**src/rtl/cs_pkg.sv**
```systemverilog
`default_nettype none
// ============================================================================
// cs_pkg : widths, polynomials and FSM encoding shared by the CS test partners
// Revision: 1.0
// ============================================================================
package cs_pkg;

  localparam int X_W = 8;
  localparam int Y_W = 10;
  localparam int WIN = 9;

  localparam logic [15:0] LFSR_TAPS         = 16'hB400;
  localparam logic [15:0] LFSR_DEFAULT_SEED = 16'hACE1;
  localparam logic [15:0] MISR_POLY         = 16'h1021;
  localparam logic [15:0] MISR_INIT         = 16'hFFFF;

  typedef enum logic [2:0] {
    IDLE  = 3'd0,
    FILL  = 3'd1,
    RUN   = 3'd2,
    FLUSH = 3'd3,
    DONE  = 3'd4
  } state_t;

  function automatic logic [15:0] lfsr_next(input logic [15:0] v);
    return (v >> 1) ^ (v[0] ? LFSR_TAPS : 16'h0000);
  endfunction

endpackage
`default_nettype wire

```
**src/rtl/cs_misr.sv**
```systemverilog
`default_nettype none
// ============================================================================
// cs_misr : 16-bit multiple-input signature register, enable + sync clear
// Revision: 1.0
// ============================================================================
module cs_misr
  import cs_pkg::*;
#(
  parameter int DW = Y_W
) (
  input  logic          clk,
  input  logic          clr_i,
  input  logic          en_i,
  input  logic [DW-1:0] data_i,
  output logic [15:0]   sig_o
);

  logic [15:0] sig_q;
  logic [15:0] sig_d;

  always_comb begin
    sig_d = sig_q;
    if (clr_i) begin
      sig_d = MISR_INIT;
    end else if (en_i) begin
      sig_d = ({sig_q[14:0], 1'b0} ^ (sig_q[15] ? MISR_POLY : 16'h0000)) ^ 16'(data_i);
    end
  end

  always_ff @(posedge clk) begin
    sig_q <= sig_d;
  end

  assign sig_o = sig_q;

endmodule
`default_nettype wire

```
**src/rtl/cs_stream_source.sv**
```systemverilog
`default_nettype none
// ============================================================================
// cs_stream_source : LFSR stimulus source and MISR response compactor for CS
// Revision: 1.0
// ============================================================================
module cs_stream_source #(
  parameter int          N_PAT  = 2000,
  parameter int          WIN    = cs_pkg::WIN,
  parameter int          CS_LAT = 1,
  parameter logic [15:0] SEED   = 16'hACE1
) (
  input  logic                    clk,
  input  logic                    reset,
  input  logic                    start,
  output logic [cs_pkg::X_W-1:0]  X,
  input  logic [cs_pkg::Y_W-1:0]  Y,
  output logic                    y_valid,
  output logic                    busy,
  output logic                    done,
  output logic [15:0]             y_count,
  output logic [15:0]             sig
);

  import cs_pkg::*;

  localparam logic [15:0] SEED_EFF  = (SEED == 16'h0000) ? LFSR_DEFAULT_SEED : SEED;
  localparam logic [31:0] LAST_TX   = 32'(N_PAT - 1);
  localparam logic [31:0] FILL_END  = 32'(WIN - 1);
  localparam logic [31:0] FLUSH_END = 32'(N_PAT + CS_LAT);

  state_t          state_q;
  logic [15:0]     lfsr_q;
  logic [31:0]     tx_q;
  logic [X_W-1:0]  x_q;
  logic            busy_q;
  logic            done_q;
  logic [15:0]     cnt_q;
  logic [CS_LAT:0] line_q;

  logic launch_d;
  logic tag_d;
  logic capture_d;

  assign launch_d  = start && (state_q == IDLE || state_q == DONE);
  // tx_q is the index of the sample being emitted on this edge
  assign tag_d     = (state_q == FILL || state_q == RUN) && (tx_q >= FILL_END);
  assign capture_d = line_q[CS_LAT];

  always_ff @(posedge clk) begin
    if (reset) begin
      state_q <= IDLE;
      lfsr_q  <= SEED_EFF;
      tx_q    <= '0;
      x_q     <= '0;
      busy_q  <= 1'b0;
      done_q  <= 1'b0;
    end else begin
      case (state_q)
        IDLE, DONE: begin
          if (start) begin
            state_q <= FILL;
            lfsr_q  <= SEED_EFF;
            tx_q    <= '0;
            busy_q  <= 1'b1;
            done_q  <= 1'b0;
          end
        end
        FILL, RUN: begin
          x_q    <= lfsr_q[X_W-1:0];
          lfsr_q <= lfsr_next(lfsr_q);
          tx_q   <= tx_q + 32'd1;
          if (tx_q == LAST_TX) begin
            state_q <= FLUSH;
          end else if (state_q == FILL && tx_q == FILL_END) begin
            state_q <= RUN;
          end
        end
        FLUSH: begin
          // tx_q keeps counting so it doubles as the drain timer
          tx_q <= tx_q + 32'd1;
          if (tx_q == FLUSH_END) begin
            state_q <= DONE;
            busy_q  <= 1'b0;
            done_q  <= 1'b1;
          end
        end
        default: state_q <= IDLE;
      endcase
    end
  end

  always_ff @(posedge clk) begin
    if (reset || launch_d) begin
      line_q <= '0;
    end else begin
      line_q[0] <= tag_d;
      for (int i = 1; i <= CS_LAT; i++) begin
        line_q[i] <= line_q[i-1];
      end
    end
  end

  always_ff @(posedge clk) begin
    if (reset || launch_d) begin
      cnt_q <= '0;
    end else if (capture_d) begin
      cnt_q <= cnt_q + 16'd1;
    end
  end

  cs_misr #(
    .DW (Y_W)
  ) u_misr (
    .clk    (clk),
    .clr_i  (reset || launch_d),
    .en_i   (capture_d),
    .data_i (Y),
    .sig_o  (sig)
  );

  assign X       = x_q;
  assign y_valid = capture_d;
  assign busy    = busy_q;
  assign done    = done_q;
  assign y_count = cnt_q;

endmodule
`default_nettype wire
```
**config.mk**
```make
export PLATFORM = sky130hd
export DESIGN_NAME = cs_stream_source
export DESIGN_NICKNAME = d
export VERILOG_FILES = /design/src/rtl/cs_pkg.sv /design/src/rtl/cs_misr.sv /design/src/rtl/cs_stream_source.sv
export SDC_FILE = /design/constraint.sdc
export NUM_CORES = 1
export LEC_CHECK = 0
export ABC_AREA = 1
export BUFFER_PORTS_ARGS = -buffer_cell sky130_fd_sc_hd__buf_4
export CORE_MARGIN = 2
export CORE_UTILIZATION = 31
export DETAILED_ROUTE_END_ITERATION = 6
export PLACE_DENSITY = 0.51
export REMOVE_ABC_BUFFERS = 1
export SYNTH_ARGS = -nofsm -noshare
export SYNTH_HDL_FRONTEND = slang
export SYNTH_SLANG_ARGS = --single-unit
```
**constraint.sdc**
```tcl
create_clock -name clk -period 3.4 [get_ports clk]
set_clock_uncertainty 0.15 [all_clocks]
set_input_delay 0.68 -clock clk [delete_from_list [all_inputs] [get_ports clk]]
set_output_delay 0.68 -clock clk [all_outputs]
set_load 0.1 [all_outputs]
```
==> run_results.csv <==
group,metric,value,unit
status,status,"finished clean",
sta,maxSlewViolCount,0,
cts,clock_tree.root_cell,"clkbuf_16",
grt,grt_pass1_vias,3878,
sta,tns,0,ps
place,place_congestion,0.856,
grt,grt_first_pass_wirelength,18400,µm
finish,layout-drive-gt1-share,14.2,%
setup_path,critPathRequiredTime,3490,ps
synth,synth_simple_gate_area_share,33.2,%
min_path,holdPathStages,2,
synth,syn_avg_cell_area,6.95,µm²
die,die_w,123,µm
setup_path,crit_type,"reg -> reg",
grt,antenna_found_initial,0,
finish,regArea,1900,µm²
min_path,hp-class,"reg -> reg",
finish,fill_cells,1495,
route,wl_per_cell,12.7,µm
setup_path,r2r_cells,9,
finish,final_nets,697,
setup_path,cp_slowest_cell,"dfxtp_1",
synth,synth_cell_types,35,
setup_path,crit_buf_inv,1,
min_path,worstHoldStart,"line_q[0]",
cts,cts_buffers,9,
route,via_per_inst,4.82,
sta,worst_pin_slew,795,ps
grt,track_usage,15.4,%
cts,clock_latency,350,ps
synth,synth_compound_area_share,14.1,%
power_and_ir_drop,leakagePower,2.11,nW
setup_path,r2r-start,"line_q[1]",
setup_path,r2r-end,"y_count[13]",
synth,synth-seq-area-share,43.4,%
die,initial_core_util,31.7,%
sta,rsz0062_at_grt,"false",
synth,yosysWarnings,0,
power_and_ir_drop,power,3.17,mW
cts,clk_pin_slew,70,ps
place,io_buffers,55,
route,first_pass_iters,5,
setup_path,critPathMaxFanout,29,
finish,fin_cells,865,
die,ios,56,
power_and_ir_drop,vdd_drop_max,0.000527,V
setup_path,rrSetupSlack,930,ps
cts,cts_sinks,95,
sta,final.period_utilization,72.8,%
place,placed_cells,849,
sta,slew_headroom,46.9,%
setup_path,startpoint_type,"register",
synth,synth-adder-area-share,1.14,%
run,max_cap_violations,0,
sta,setup_violations,0,
synth,syn_inst,630,
synth,ys_ff_latch,95,
cts,cts_setup_buffers,0,
sta,fmax,404,MHz
grt,grt_overflow,0,
route,routed_wl,11000,µm
grt,grt_max_degree,30,
die,die_y,123,µm
setup_path,crit_top_cell,"nor2_1",
synth,synthMuxAreaShare,0,%
cts,cts_hold_buf,0,
setup_path,crit_path_end_kind,"register",
setup_path,critPathTopFamily,"simple AND/OR/NAND/NOR gates",
die,core,13800,µm²
die,die_area,15100,µm²
route,first_iter_violations,236,
route,route.vias.total,4165,
synth,synth_xor_area_share,0.800,%
route,ant_nets,0,
sta,fin_crit,2470,ps
setup_path,crit_chain,"inv_1, nor2_1, nand3_1, nor2_1, nand2_1, nor2_1, nand3_1, nand2_1, a21oi_1",
sta,hold_viol_final,0,
setup_path,cpPeakStageDelay,540,ps
cts,cts_tree,"done",
cts,cts_resized,0,
place,hpwl,7810,µm
route,drc_errors,0,
setup_path,cp_data_arrival_time,2570,ps
power_and_ir_drop,power.density,601,nW/µm²
synth,syn_area,4380,µm²
die,rows,43,
finish,antenna_cells,0,
cts,clockBufferDepth,2,
synth,synth_top_family_by_area,"simple AND/OR/NAND/NOR gates",
finish,area_delta_synth_final,20.5,%
cts,htreeDepth,3,
min_path,whs_endpoint,"line_q[1]",
finish,multi_input_area,2160,µm²
[stage by stage]
step           setup WS [ps]  cell area [µm²]  hold WS [ps]  util, %
6_report                 926             5280           268     38.2
4_1_cts                  932             5280           271     38.2
3_3_place_gp            1010             4950           266     35.8
2_1_floorplan            285             4290           244        -
5_1_grt                  580             5280           317     38.2
3_5_place_dp             943             4950           260     35.8
[report_power, final]
part	switching [mW]	internal (mW)
clock network	0.459	0.654
logic	0.609	0.187
registers	0.0568	1.20
total	1.12	2.05
[cells in the mapped netlist]
| cell type | n | area [µm²] |
|---|---|---|
| inv_2 | 5 | 18.8 |
| inv_1 | 58 | 218 |
| buf_4 | 2 | 15.0 |
| nand3_1 | 38 | 190 |
| o21ai_0 | 39 | 195 |
| nor2_1 | 97 | 364 |
| or2_2 | 1 | 6.26 |
| nand3_2 | 1 | 10.0 |
| nor3_1 | 19 | 95.1 |
| nor2_2 | 8 | 50.1 |
| xor2_1 | 2 | 17.5 |
| o21a_1 | 1 | 7.51 |
| o221a_2 | 1 | 11.3 |
| a31oi_1 | 3 | 18.8 |
| nor3_2 | 2 | 20.0 |
| buf_1 | 1 | 3.75 |
| nand3_4 | 1 | 17.5 |
| nand2_2 | 1 | 6.26 |
| o221ai_1 | 2 | 17.5 |
| nor3b_1 | 1 | 7.51 |
| a21oi_1 | 57 | 285 |
| nand2_1 | 143 | 537 |
| dfxtp_1 | 95 | 1900 |
| o22ai_1 | 3 | 18.8 |
| a211oi_1 | 6 | 45.0 |
| nor3_4 | 2 | 32.5 |
| buf_2 | 8 | 40.0 |
| nor4_1 | 2 | 12.5 |
| nand4_1 | 15 | 93.8 |
| clkbuf_1 | 7 | 26.3 |
| o31ai_1 | 1 | 7.51 |
| ha_1 | 4 | 50.1 |
| xnor2_1 | 2 | 17.5 |
| o211a_1 | 1 | 10.0 |
| nand2_4 | 1 | 11.3 |
[kinds of logic after synthesis]
| family | Yosys count |
|---|---|
| and+or+nand+nor | 332 |
| AOI/OAI and AO/OA | 114 |
| DFF | 95 |
| buffers and inverters | 81 |
| xor gates and xnor gates | 4 |
| adders and majority gates | 4 |
[placed cells by master, fill, tap and decap left out, types with 15 or more instances in the layout]
master and count:
nor2_1 96, inv_1 58, nand4_1 15, a21oi_1 57, dfxtp_1 95, nand2_1 143
o21ai_0 39, nor3_1 19, buf_4 57, nand3_1 38
[metal layers]
layer / up-vias / part of all wire [%] / track usage, %
li1: 2177 / - / -
met1: 1902 / 49 / 20.7
met2: 77 / 45 / 24.0
met3: 9 / 5.2 / 3.53
met4: 0 / 1.1 / 5.82
met5: - / 0 / 0
[worst reg2reg max path: cells and delay by family, from the launching register on]
kind	cells	cell delay, ps
and+or+nand+nor	7	1180
DFF	1	540
buffers and inverters	1	460
AOI/OAI and AO/OA	1	40
[how the worst max path moves through the flow]
stage	slack, ps	start	cells past startpoint	end
2_1_floorplan	290	line_q[1]	9	y_count[13]
3_3_place_gp	1010	line_q[1]	9	y_count[13]
3_5_place_dp	940	line_q[1]	9	y_count[13]
4_1_cts	930	line_q[1]	9	y_count[13]
5_1_grt	580	line_q[1]	9	y_count[13]
6_report	930	line_q[1]	9	y_count[13]
[final cells by class]
cell class / count / share of cell area (%)
multi-input combinational: 454 / 40.9
sequential: 95 / 36.0
timing repair buffer: 57 / 8.11
inverter: 63 / 4.48
clock buffer: 9 / 4.27
tap: 180 / 4.27
clock inverter: 7 / 1.97
[flip-flops by register name (all words and copies together) (netlist names)]
signal and cells:
X 8, busy 1, done 1, lfsr_q 16
line_q 2, state_q 3, tx_q 32, u_misr.sig_o 16
y_count 16
(Power assumes the default switching activity.)
